==> src/rtl/siso_shift_ctrl.sv <==
// siso_shift_ctrl: serializes valid/ready words into an external SISO chain
// and tags the bits that come out of the chain's O output with valid/last.
// The chain itself has no reset, so framing lives entirely in the tag
// pipelines here, which advance in lockstep with the chain via SER_CE.
module siso_shift_ctrl #(
  parameter int WIDTH     = 8,
  parameter int DEPTH     = 3,
  parameter int MSB_FIRST = 1
) (
  input  logic             CLK,
  input  logic             RESETN,
  input  logic             CLR,
  input  logic             IN_VALID,
  output logic             IN_READY,
  input  logic [WIDTH-1:0] IN_DATA,
  output logic             SER_I,
  output logic             SER_CE,
  input  logic             SISO_O,
  output logic             OUT_VALID,
  output logic             OUT_BIT,
  output logic             OUT_LAST,
  output logic             BUSY
);

  localparam int CW = $clog2(WIDTH);
  localparam int FW = (DEPTH > 1) ? $clog2(DEPTH) : 1;
  localparam logic [CW-1:0] CNT_LAST  = CW'(WIDTH - 1);
  localparam logic [FW-1:0] FCNT_LAST = FW'(DEPTH - 1);

  typedef enum logic [1:0] {
    IDLE  = 2'd0,
    SHIFT = 2'd1,
    FLUSH = 2'd2
  } state_t;

  state_t             state_q, state_d;
  logic [CW-1:0]      cnt_q, cnt_d;
  logic [FW-1:0]      fcnt_q, fcnt_d;
  logic [WIDTH-1:0]   shadow_q, shadow_d;
  logic [DEPTH-1:0]   vld_pipe_q, vld_pipe_d;
  logic [DEPTH-1:0]   last_pipe_q, last_pipe_d;

  logic               accept;
  logic               word_end;
  logic [CW-1:0]      bit_idx;

  // Outputs decode straight from state; the chain only moves when we are busy
  always_comb begin
    word_end  = (state_q == SHIFT) && (cnt_q == CNT_LAST);
    IN_READY  = (state_q != SHIFT) || word_end;
    SER_CE    = (state_q != IDLE);
    BUSY      = (state_q != IDLE);
    bit_idx   = (MSB_FIRST != 0) ? (CNT_LAST - cnt_q) : cnt_q;
    SER_I     = (state_q == SHIFT) && shadow_q[bit_idx];
    OUT_VALID = vld_pipe_q[DEPTH-1];
    OUT_LAST  = last_pipe_q[DEPTH-1];
    OUT_BIT   = SISO_O;
    accept    = IN_VALID && IN_READY;
  end

  // Next-state: sequencing FSM plus tag pipelines that mirror the chain
  always_comb begin
    state_d     = state_q;
    cnt_d       = cnt_q;
    fcnt_d      = fcnt_q;
    shadow_d    = shadow_q;
    vld_pipe_d  = vld_pipe_q;
    last_pipe_d = last_pipe_q;

    case (state_q)
      IDLE: begin
        if (accept) begin
          shadow_d = IN_DATA;
          cnt_d    = '0;
          state_d  = SHIFT;
        end
      end
      SHIFT: begin
        cnt_d = cnt_q + 1'b1;
        if (word_end) begin
          if (accept) begin
            // back-to-back word: no bubble between words
            shadow_d = IN_DATA;
            cnt_d    = '0;
          end else begin
            state_d = FLUSH;
            fcnt_d  = '0;
          end
        end
      end
      FLUSH: begin
        fcnt_d = fcnt_q + 1'b1;
        if (accept) begin
          shadow_d = IN_DATA;
          cnt_d    = '0;
          state_d  = SHIFT;
        end else if (fcnt_q == FCNT_LAST) begin
          state_d = IDLE;
        end
      end
      default: state_d = IDLE;
    endcase

    // tags move only with the chain so they stay aligned with SISO_O
    if (SER_CE) begin
      vld_pipe_d  = DEPTH'({vld_pipe_q, (state_q == SHIFT)});
      last_pipe_d = DEPTH'({last_pipe_q, word_end});
    end

    // synchronous abort looks exactly like reset; chain contents are left
    // alone but the zeroed tags hide them
    if (CLR) begin
      state_d     = IDLE;
      cnt_d       = '0;
      fcnt_d      = '0;
      shadow_d    = '0;
      vld_pipe_d  = '0;
      last_pipe_d = '0;
    end
  end

  // State registers with asynchronous active-low reset
  always_ff @(posedge CLK or negedge RESETN) begin
    if (!RESETN) begin
      state_q     <= IDLE;
      cnt_q       <= '0;
      fcnt_q      <= '0;
      shadow_q    <= '0;
      vld_pipe_q  <= '0;
      last_pipe_q <= '0;
    end else begin
      state_q     <= state_d;
      cnt_q       <= cnt_d;
      fcnt_q      <= fcnt_d;
      shadow_q    <= shadow_d;
      vld_pipe_q  <= vld_pipe_d;
      last_pipe_q <= last_pipe_d;
    end
  end

endmodule

==> config.mk <==
export PLATFORM = sky130hd
export DESIGN_NAME = siso_shift_ctrl
export DESIGN_NICKNAME = d
export VERILOG_FILES = /design/src/rtl/siso_shift_ctrl.sv
export SDC_FILE = /design/constraint.sdc
export NUM_CORES = 1
export LEC_CHECK = 0
export ABC_AREA = 1
export BUFFER_PORTS_ARGS = -buffer_cell sky130_fd_sc_hd__buf_2
export CAP_MARGIN = 20
export CORE_ASPECT_RATIO = 1.4
export CORE_MARGIN = 1
export CORE_UTILIZATION = 49
export DETAILED_ROUTE_END_ITERATION = 12
export HOLD_SLACK_MARGIN = 0.02
export PLACE_DENSITY = 0.71
export SLEW_MARGIN = 20
export SYNTH_ARGS = -nofsm -noshare
export SYNTH_HDL_FRONTEND = slang
export SYNTH_SLANG_ARGS = --single-unit
==> constraint.sdc <==
create_clock -name CLK -period 1.73 [get_ports CLK]
set_input_delay 0.346 -clock CLK [delete_from_list [all_inputs] [get_ports CLK]]
set_output_delay 0.346 -clock CLK [all_outputs]
set_load 0.05 [all_outputs]
==> flow_metrics.py, run 1 <==
metrics = {
    "run_status": {
        "status": "finished, violations left",
        "violations_in_the_final_reports": "setup timing",
    },
    "clock_tree": {
        "cts-buffers-inserted": 3,
        "clock-root-buffer": "clkbuf_4",
        "cts.reportedPaths.clkPinSlew_ns": 0.12,
        "clock_insertion_delay_worst_skew_ns": 0.31,
        "cts_max_level": 1,
        "tritoncts_num_sinks": 21,
        "tritoncts": "built",
        "clock_tree.buffer_depth": 2,
    },
    "power_and_ir_drop": {
        "cellLeakagePower_nw": 0.704,
        "p_total_mw": 1.33,
        "cellPowerDensity_nw_per_um2": 1000,
        "worst_ir_drop_vdd_uv": 752,
    },
    "synth": {
        "ys_ff_latch": 21,
        "synth_area_per_cell_um2": 8.06,
        "cells_after_synth": 140,
        "synth.yosys.seq_area_share_pct": 46.6,
        "synth-compound-area-share_pct": 4.66,
        "mux_share_of_post_synthesis_cell_area_pct": 0,
        "synthesis.nets": 156,
        "netlist_cell_types": 20,
        "synth-simple-area-share_pct": 36.1,
        "xor_xnor_fraction_of_synth_area_pct": 0,
        "yosys_warnings": 0,
        "post_synth_fa_ha_maj_area_fraction_pct": 3.33,
        "syn-cell-area_um2": 1130,
        "largest_family_of_logic_cells_by_synthesized_area": "simple AND/OR/NAND/NOR gates",
    },
    "setup_path": {
        "critical_path_class": "reg2out",
        "timing.critical_path.arrival_ns": 1.44,
        "worst_ep_required_time_ns": 1.38,
        "worst-path-max-fanout": 5,
        "startpoint_type": "register",
        "worstSetupEndpointType": "output pin",
    },
    "routing": {
        "drc": 0,
        "detailroute.via_count": 1003,
        "dr.pass1.iters": 4,
        "detail-route-antenna-nets": 0,
        "drt-vias-per-instance": 5.39,
        "route.detailed.wl_per_inst_um": 12.6,
        "drt_first_iter_violations": 35,
        "wirelength_routed_um": 2350,
    },
    "timing": {
        "tcrit_tclk_final_pct": 103,
        "fmaxAchievable_mhz": 561,
        "maxSlewViolCount": 0,
        "skew_ns": 0.00546,
        "layout_min_cycle_time_ns": 1.78,
        "timing.hold.ws_ns": 0.266,
        "rsz_0062_raised_after_global_routing": "true",
        "maxSlewHeadroom_pct": 68.9,
        "max_slew.worst_pin.slew_ns": 0.467,
        "fin_tns_setup_ns": -0.0937,
        "hold_viol_final": 0,
        "setup_viol": 2,
        "fin_ws_ns": -0.0518,
    },
    "die": {
        "chipHeight_um": 58.8,
        "die_area_um2": 2500,
        "core_area_um2": 2180,
        "num_rows": 20,
        "initial_utilization_pct": 51.8,
        "design.portCount": 20,
        "die_w_um": 42.6,
    },
    "global_route": {
        "grt_max_degree": 22,
        "wire_length_of_the_first_global_routing_pass_um": 3960,
        "combined_global_route_utilization_of_all_metal_layers_pct": 20.9,
        "vias_in_the_first_global_route": 958,
        "grt-ovfl-total": 0,
        "grt_antenna_before_repair": 0,
    },
    "place": {
        "placement.io_buffers": 17,
        "gpl.final_weighted_congestion": 0.845,
        "placement.setup.worst_slack_ns": 0.0904,
        "dp.final_hpwl_um": 1720,
    },
    "run": {
        "drv_cap": 0,
    },
    "finish": {
        "fin_util_pct": 60.9,
        "drive_gt1_share_pct": 25.6,
        "area.growth.synth_to_final_pct": 17.5,
        "num-fill-cells": 195,
        "num_antenna_cells": 0,
        "multi_input_area_um2": 518,
        "net_count_final": 181,
        "footprint_of_the_flip_flops_and_latches_um2": 526,
    },
    "min_path": {
        "worstHoldPathType": "in2reg",
    },
}
per-stage QoR:
stage / area [um2] / cells
6_report: 1330 / 186
4_1_cts: 1320 / 186
5_1_grt: 1330 / 186
2_1_floorplan: 1130 / 140
3_5_place_dp: 1220 / 177
3_3_place_gp: 1220 / 177
critical path, stage by stage, from the launching register on:
cell      delay (ns)
dfrtp_1         0.42
buf_4           0.16
nand3b_1        0.16
nand3_1         0.07
nand2_1         0.06
nor2_2          0.09
buf_6           0.16
worst paths after layout:
check / slack [ns] / to / from / cells after the start
max: -0.05 / SER_I / cnt_q[1] / 6
min: 0.27 / shadow_q[0] / IN_DATA[0] / 3
max reg2reg: 0.29 / fcnt_q[0] / cnt_q[0] / 8
min reg2reg: 0.49 / shadow_q[0] / shadow_q[0] / 2
max in group asynchronous: 0.90 / last_pipe_q[2] / RESETN / 2
min in group asynchronous: 0.50 / shadow_q[0] / RESETN / 2
area by class of cell:
| type | count | share of cell area, % |
|---|---|---|
| repair buffers | 24 | 12.1 |
| multi-input cells | 97 | 39.1 |
| clock inverters | 1 | 0.377 |
| well taps | 22 | 2.08 |
| flip-flops and latches | 21 | 39.6 |
| clock buffers | 3 | 1.70 |
| inverters | 18 | 5.09 |
cell families (layout without fill, tap and decap cells):
| logic type | Yosys count | count (layout) |
|---|---|---|
| simple gates | 85 | 85 |
| buf+inv | 22 | 46 |
| flops | 21 | 21 |
| compound gates | 9 | 9 |
| fa+ha+maj | 3 | 3 |
flip-flops by register name (all words and copies together), names as in the netlist:
name         flops
fcnt_q           2
vld_pipe_q       3
cnt_q            3
state_q          2
shadow_q         8
last_pipe_q      3
power by group:
| part | internal (mW) | total [mW] | leakage (nW) | switching, mW |
|---|---|---|---|---|
| Combinational | 0.172 | 0.498 | 0.401 | 0.327 |
| Clock | 0.0865 | 0.244 | 0.0177 | 0.158 |
| Sequential | 0.540 | 0.585 | 0.285 | 0.0455 |
per-layer routing:
metal | wire [um] | track usage [%]
met3 | 71 | 2.76
met2 | 1220 | 34.1
met5 | 0 | 0
met1 | 1010 | 26.0
met4 | 44 | 13.4
layout by cell type, fill, tap and decap left out:
master and instances:
nand2_2 1, inv_1 14, or2_0 1, nand3b_1 1
nand3_2 1, nand2_1 42, ha_2 2, ha_1 1
o31ai_1 2, buf_6 2, buf_2 15, inv_2 4
dlygate4sd3_1 1, buf_8 1, nand3_4 1, o21ai_1 1
nand2_4 2, nor2_2 3, buf_4 5, nand3_1 16
clkbuf_4 3, nor2_4 1, o21a_1 1, nor2_1 6
o21ai_0 5, clkinv_2 1, dfrtp_1 21, nand4_1 10
cell usage after synthesis:
| master | instances | area [um2] |
|---|---|---|
| o21a_1 | 1 | 7.51 |
| nand2_1 | 42 | 158 |
| nor2_4 | 1 | 11.3 |
| nor2_1 | 9 | 33.8 |
| nand4_1 | 10 | 62.6 |
| o21ai_0 | 5 | 25.0 |
| inv_1 | 15 | 56.3 |
| buf_6 | 2 | 22.5 |
| nand2_4 | 2 | 22.5 |
| o31ai_1 | 2 | 15.0 |
| dfrtp_1 | 21 | 526 |
| or2_0 | 1 | 6.26 |
| ha_1 | 3 | 37.5 |
| nand3_1 | 16 | 80.1 |
| buf_4 | 2 | 15.0 |
| nand2_2 | 1 | 6.26 |
| nand3_2 | 2 | 20.0 |
| nand3b_1 | 1 | 7.51 |
| o21ai_1 | 1 | 5.00 |
| inv_2 | 3 | 11.3 |
timing repair:
item | CTS | global route
pin swaps | 0 | 1
hold buffers | 1 | 0
setup buffers | 4 | 0
hold endpoints to repair | 21 | 0
setup endpoints to repair | 2 | 2
gates resized for setup | 9 | 3
(Power assumes the default switching activity.)
==> run 2: changes to the inputs <==
--- a/config.mk
+++ b/config.mk
@@ -5,15 +5,13 @@
 export SDC_FILE = /design/constraint.sdc
 export NUM_CORES = 1
 export LEC_CHECK = 0
-export ABC_AREA = 1
 export BUFFER_PORTS_ARGS = -buffer_cell sky130_fd_sc_hd__buf_2
 export CAP_MARGIN = 20
 export CORE_ASPECT_RATIO = 1.4
-export CORE_MARGIN = 1
 export CORE_UTILIZATION = 49
 export DETAILED_ROUTE_END_ITERATION = 12
 export HOLD_SLACK_MARGIN = 0.02
-export PLACE_DENSITY = 0.71
+export PLACE_DENSITY_LB_ADDON = 0.1
 export SLEW_MARGIN = 20
 export SYNTH_ARGS = -nofsm -noshare
 export SYNTH_HDL_FRONTEND = slang
==> run 2 against run 1 <==
Net effect: the flow still finishes with violations (setup timing); clock power grew 4%; flip-flop and latch count did not move; synthesized cell count shrank 18%; first-iteration DRC count shrank 40%; combinational power is 68% lower; register-to-register slack got worse by 0.41 ns; largest cell class unchanged; maximum frequency shrank 13%; largest power group unchanged; die area fell by 2.1%; worst setup slack got worse by 0.27 ns; cell count down 13%.
==> flow_metrics.py, run 2 <==
metrics = {
    "run_status": {
        "status": "finished, violations left",
        "violations_in_the_final_reports": "setup timing",
    },
    "setup_path": {
        "timing.critical_path.cells": "mux4_2, nor2_1, and4b_1, buf_6",
        "regToRegEndpoint": "shadow_q[3]",
        "timing.critical_path.arrival_ns": 1.70,
        "timing.critical_path.from": "cnt_q[0]",
        "reg2reg_start": "cnt_q[0]",
        "slowest_stage": "mux4_2",
        "critical-path-max-stage-delay_ns": 0.51,
        "rr_worst_depth": 7,
        "worstSetupEndpointType": "output pin",
        "worst_ep_required_time_ns": 1.38,
        "worst-path-max-fanout": 2,
        "worst-r2r-setup-slack_ns": -0.12,
        "startpoint_type": "register",
        "critical_path_class": "reg2out",
    },
    "synth": {
        "netlist.area_leader.share_pct": 47.6,
        "syn-cell-area_um2": 1100,
        "cells_after_synth": 115,
        "yosys-top-cells-count": "dfrtp_1 (21), inv_1 (13), nand2_1 (10), o2111ai_1 (10)",
        "synth_most_common_cell": "dfrtp_1",
        "ys.flop_type": "dfrtp_1",
        "netlist.top_cell.by_area": "dfrtp_1",
        "synthesis.nets": 131,
        "number_of_flops_mapped_to_enable_cells_by_yosys": 0,
        "synth_area_per_cell_um2": 9.60,
        "yosys_warnings": 0,
        "synth.yosys.seq_area_share_pct": 47.6,
        "synth_top_cells_by_area": "dfrtp_1 (48%), o2111ai_1 (7.9%), o31ai_1 (5.4%)",
        "ys_async_sr_fraction_pct": 100,
        "netlist_cell_types": 28,
        "ys_ff_latch": 21,
    },
    "power_and_ir_drop": {
        "power.share.sequential_pct": 55.7,
        "p_total_mw": 0.933,
        "cell_internal_pwr_mw": 0.659,
        "worst_ir_drop_vdd_uv": 542,
        "cellLeakagePower_nw": 0.617,
        "clkPwrFrac_pct": 27.1,
        "power_switching_share_pct": 29.4,
        "p_comb_share_pct": 17.2,
        "power_switching_mw": 0.274,
        "cellPowerDensity_nw_per_um2": 680,
    },
    "clock_tree": {
        "cts_max_level": 1,
        "cts.reportedPaths.clkPinSlew_ns": 0.13,
        "clock-root-buffer": "clkbuf_4",
        "clock_insertion_delay_worst_skew_ns": 0.33,
        "clock_tree.buffer_depth": 2,
        "cts-buffers-inserted": 3,
        "tritoncts": "built",
        "tritoncts_num_sinks": 21,
    },
    "global_route": {
        "grt_max_degree": 22,
        "wire_length_of_the_first_global_routing_pass_um": 4260,
        "vias_in_the_first_global_route": 999,
        "combined_global_route_utilization_of_all_metal_layers_pct": 23.4,
        "grt-ovfl-total": 0,
        "grt_antenna_before_repair": 0,
    },
    "timing": {
        "fin_ws_ns": -0.319,
        "layout_min_cycle_time_ns": 2.05,
        "fmaxAchievable_mhz": 488,
        "maxSlewViolCount": 0,
        "tcrit_tclk_final_pct": 118,
        "hold_viol_final": 0,
        "setup_viol": 10,
        "rsz_0062_raised_after_global_routing": "true",
        "skew_ns": 0.0138,
        "maxSlewHeadroom_pct": 59.7,
        "max_slew.worst_pin.slew_ns": 0.603,
    },
    "finish": {
        "num-fill-cells": 196,
        "num_antenna_cells": 0,
        "area.growth.synth_to_final_pct": 24.4,
        "net_count_final": 157,
        "largest_register_ffs": 8,
        "most-common-layout-cells": "dfrtp_1 (21), buf_2 (15), inv_1 (12), o2111ai_1 (10), nand2_1 (9)",
        "top_register": "shadow_q",
        "drive_gt1_share_pct": 28.6,
        "most_common_library_cell_in_the_layout_ignoring_fill_and_taps": "dfrtp_1",
        "layout.cell_area.non_filler_um2": 1370,
    },
    "die": {
        "die_w_um": 42.1,
        "num_rows": 20,
        "chipHeight_um": 58.2,
        "core_area_um2": 2150,
        "die_area_um2": 2450,
        "initial_utilization_pct": 51.3,
        "design.portCount": 20,
    },
    "routing": {
        "route.met3.wl_um": 71,
        "drt_first_iter_violations": 21,
        "route.layer.met1.wl_um": 962,
        "met2RoutedLength_um": 1360,
        "routed.top_layer": "met4",
        "wirelength_routed_um": 2490,
        "detail-route-antenna-nets": 0,
        "drc": 0,
        "detailroute.via_count": 947,
        "route.detailed.wl_per_inst_um": 15.3,
        "drt-vias-per-instance": 5.85,
        "dr.pass1.iters": 4,
    },
    "place": {
        "dp.final_hpwl_um": 1770,
        "placement.io_buffers": 17,
        "detailed_place.area_um2": 1230,
        "gpl.final_weighted_congestion": 0.807,
    },
    "min_path": {
        "worstHoldPathType": "in2reg",
        "hold_path.startpoint": "IN_DATA[6]",
        "timing.hold.worst_endpoint": "shadow_q[6]",
        "worstHoldPathCells": 3,
    },
    "run": {
        "drv_cap": 0,
    },
}
-- run 2: cell count changes in the layout (fill, tap and decap cells not counted), sizes merged, moves of 2 or more --
cell,previous run,this run
nand2,45,10
a21oi,0,8
o2111ai,0,10
nor2b,0,3
inv,18,14
o31ai,2,8
nand4,10,1
nand3,18,1
nor2,10,7
mux2i,0,2
nor3,0,3
buf,23,28
-- run 2: cell families after synthesis --
logic type	Yosys count	synth area share, %
multiplexers	3	3.85
AND/OR/NAND/NOR	28	12.1
AO/OA/AOI/OAI	36	23.2
XOR/XNOR	1	0.794
adder cells (fa/ha/maj)	3	3.40
buffers and inverters	23	8.96
flip-flops	21	47.6
-- run 2: repair_timing --
action / in CTS / in global routing
resized for setup: 16 / 1
hold buffers: 1 / 0
pin swaps: 1 / 3
buffers inserted: 3 / 0
hold endpoints to repair: 21 / 0
setup endpoints to repair: 10 / 14
-- run 2: worst max-delay path, delay by kind of cell (launching register included) --
kind,cells,cell delay (ns)
multiplexers,1,0.51
flip-flops,1,0.42
buffers and inverters,1,0.15
AND/OR/NAND/NOR,2,0.30
-- run 2: layout make-up --
type,instances,area (um2),share of cell area [%]
sequential,21,526,38.3
timing repair buffer,29,205,14.9
clock buffer,3,22.5,1.64
clock inverter,1,7.51,0.547
inverter,15,58.8,4.28
multi-input combinational,71,526,38.3
tap,22,27.5,2.01
-- run 2: stage by stage --
stage               std cells  utilization, %    TNS, ns  hold WS [ns]  worst slack (ns)
floorplan                 115               -          0        0.0504            0.0555
global placement          154            57.3  -0.000598         0.328         -0.000598
detailed placement        154            57.3    -0.0190         0.328           -0.0175
CTS                       162            63.6      -1.34         0.306            -0.301
global route              162            63.8      -2.63         0.315            -0.361
finish                    162            63.8      -1.46         0.301            -0.319
-- run 2: routing by layer --
layer / track usage, % / up-vias
li1: - / 462
met1: 24.9 / 452
met2: 42.6 / 24
met3: 3.12 / 9
met4: 15.6 / 0
met5: 0 / -
-- run 2: how the worst max path moves through the flow --
stage | depth (start not counted) | end | slack [ns]
after global routing | 4 | SER_I | -0.36
after global placement | 4 | SER_I | -0.0006
after floorplan | 4 | SER_CE | 0.06
after detailed placement | 4 | SER_I | -0.02
after CTS | 8 | IN_READY | -0.30
final | 4 | SER_I | -0.32
-- run 2: power groups by stage --
stage / Clock (mW) / Combinational (mW) / Sequential, mW
after floorplan: 0 / 0.0939 / 0.529
after global placement: 0 / 0.138 / 0.529
after detailed placement: 0 / 0.141 / 0.530
after CTS: 0.260 / 0.160 / 0.520
after global routing: 0.276 / 0.177 / 0.522
final: 0.253 / 0.160 / 0.520
==> run 3: changes to the inputs <==
--- a/config.mk
+++ b/config.mk
@@ -8,6 +8,7 @@
 export BUFFER_PORTS_ARGS = -buffer_cell sky130_fd_sc_hd__buf_2
 export CAP_MARGIN = 20
 export CORE_ASPECT_RATIO = 1.4
+export CORE_MARGIN = 2
 export CORE_UTILIZATION = 49
 export DETAILED_ROUTE_END_ITERATION = 12
 export HOLD_SLACK_MARGIN = 0.02
@@ -16,3 +17,4 @@
 export SYNTH_ARGS = -nofsm -noshare
 export SYNTH_HDL_FRONTEND = slang
 export SYNTH_SLANG_ARGS = --single-unit
+export TNS_END_PERCENT = 100
==> run 3 against run 2 <==
Net effect: the run still ends with setup timing left; critical path depth unchanged; flip-flop and latch count is the same; clock-buffer cell count increased by 1; largest power group unchanged; critical endpoint unchanged; critical path type unchanged; wire length is 6.4% lower.
==> flow_metrics.py, run 3 (synthesis gave the netlist of run 2 again) <==
metrics = {
    "run_status": {
        "status": "finished, violations left",
        "violations_in_the_final_reports": "setup timing",
    },
    "die": {
        "die_area_um2": 2650,
        "initial_utilization_pct": 51.3,
        "core_area_um2": 2150,
        "design.portCount": 20,
        "chipHeight_um": 60.2,
        "die_w_um": 44.1,
        "num_rows": 20,
    },
    "setup_path": {
        "rr_worst_depth": 6,
        "worst-path-max-fanout": 2,
        "timing.critical_path.cells": "mux4_2, nor2_1, and4b_1, buf_6",
        "worst_path_dominant_cell_family": "multiplexers",
        "worst_ep_required_time_ns": 1.38,
        "startpoint_type": "register",
        "worst-r2r-setup-slack_ns": 0.12,
        "critical_path_class": "reg2out",
        "slowest_stage": "mux4_2",
        "critical-path-max-stage-delay_ns": 0.52,
        "worstSetupEndpointType": "output pin",
        "regToRegEndpoint": "shadow_q[1]",
        "reg2reg_start": "cnt_q[0]",
        "buffers_inverters_on_critical_path": 1,
        "timing.critical_path.arrival_ns": 1.67,
    },
    "min_path": {
        "hold_path.startpoint": "IN_DATA[6]",
        "timing.hold.worst_endpoint": "shadow_q[6]",
        "worstHoldPathCells": 3,
        "worstHoldPathType": "in2reg",
    },
    "clock_tree": {
        "clock_tree.buffer_depth": 2,
        "clock_insertion_delay_worst_skew_ns": 0.31,
        "tritoncts_num_sinks": 21,
        "cts-buffers-inserted": 3,
        "tritoncts": "built",
        "cts.reportedPaths.clkPinSlew_ns": 0.11,
        "clock-root-buffer": "clkbuf_4",
        "cts_max_level": 1,
    },
    "finish": {
        "largest_register_ffs": 8,
        "most_common_library_cell_in_the_layout_ignoring_fill_and_taps": "dfrtp_1",
        "num-fill-cells": 197,
        "drive_gt1_share_pct": 27.3,
        "footprint_of_the_flip_flops_and_latches_um2": 526,
        "top_register": "shadow_q",
        "multi_input_area_um2": 514,
        "net_count_final": 156,
        "num_antenna_cells": 0,
        "area.growth.synth_to_final_pct": 21.3,
        "most-common-layout-cells": "dfrtp_1 (21), buf_2 (15), inv_1 (12), nand2_1 (10), o2111ai_1 (10)",
    },
    "place": {
        "dp.final_hpwl_um": 1720,
        "placement.io_buffers": 17,
        "gpl.final_weighted_congestion": 0.805,
    },
    "timing": {
        "fin_ws_ns": -0.286,
        "tcrit_tclk_final_pct": 117,
        "maxSlewHeadroom_pct": 69.2,
        "timing.hold.ws_ns": 0.304,
        "hold_viol_final": 0,
        "fmaxAchievable_mhz": 496,
        "max_slew.worst_pin.slew_ns": 0.462,
        "skew_ns": 0.00239,
        "setup_viol": 2,
        "rsz_0062_raised_after_global_routing": "true",
        "layout_min_cycle_time_ns": 2.02,
        "maxSlewViolCount": 0,
        "fin_tns_setup_ns": -0.487,
    },
    "global_route": {
        "grt_max_degree": 22,
        "vias_in_the_first_global_route": 998,
        "grt_antenna_before_repair": 0,
        "grt-ovfl-total": 0,
        "wire_length_of_the_first_global_routing_pass_um": 4060,
        "combined_global_route_utilization_of_all_metal_layers_pct": 21.1,
    },
    "routing": {
        "route.detailed.wl_per_inst_um": 14.5,
        "dr.pass1.iters": 4,
        "drt-vias-per-instance": 5.91,
        "drt_first_iter_violations": 22,
        "detail-route-antenna-nets": 0,
        "drc": 0,
        "detailroute.via_count": 952,
        "wirelength_routed_um": 2330,
    },
    "power_and_ir_drop": {
        "cellLeakagePower_nw": 0.607,
        "worst_ir_drop_vdd_uv": 578,
        "cellPowerDensity_nw_per_um2": 684,
    },
    "run": {
        "drv_cap": 0,
    },
}
[run 3: changes by cell type in the layout (fill, tap and decap cells not counted), sizes merged]
cell,before,now
buf,28,27
clkbuf,3,4
clkinvlp,1,0
[run 3: per-stage QoR]
stage / total power, mW / setup WS (ns) / instances / cell area, um2 / utilization [%]
after CTS: 0.925 / -0.285 / 161 / 1330 / 61.9
after global routing: 0.949 / -0.341 / 161 / 1340 / 62.2
final: 0.916 / -0.286 / 161 / 1340 / 62.2
after detailed placement: 0.670 / -0.0277 / 154 / 1230 / 57.3
after global placement: 0.667 / 0.000887 / 154 / 1230 / 57.3
after floorplan: 0.623 / 0.0555 / 115 / 1100 / -
[run 3: layout make-up]
| cell class | count | area share, % |
|---|---|---|
| clock buffers | 4 | 1.96 |
| multi-input cells | 71 | 38.4 |
| well taps | 22 | 2.06 |
| repair buffers | 28 | 13.9 |
| inverters | 15 | 4.39 |
| flip-flops and latches | 21 | 39.3 |
[run 3: power breakdown]
part,internal (mW),switching (mW)
Sequential,0.509,0.0107
Combinational,0.0571,0.0952
Clock,0.0903,0.154
[run 3: what timing repair did]
item	CTS	global route
buffers inserted	2	0
setup endpoints to repair	10	6
gates resized for setup	12	1
endpoints found under the hold margin	21	0
hold buffers	1	0
[run 3: worst register-to-register path: cells and delay by family (launching register included)]
| kind | cells | cell delay (ns) |
|---|---|---|
| compound gates | 2 | 0.45 |
| flops | 1 | 0.41 |
| fa+ha+maj | 2 | 0.31 |
| simple gates | 1 | 0.20 |
| buf+inv | 1 | 0.15 |
[run 3: worst max path at each step]
stage               startpoint     end  cells after the start
finish                cnt_q[0]   SER_I                      4
floorplan           state_q[0]  SER_CE                      4
CTS                   cnt_q[0]   SER_I                      4
global placement      cnt_q[0]   SER_I                      4
detailed placement    cnt_q[0]   SER_I                      4
global route          cnt_q[0]   SER_I                      4
[run 3: per-layer routing]
layer  track usage [%]  vias to the layer above  part of all wire, %
met2              35.5                       28                   50
met3              2.11                        9                  4.3
met4              18.2                        0                  4.2
met5                 0                        -                    0
li1                  -                      463                    -
met1              23.1                      452                   41
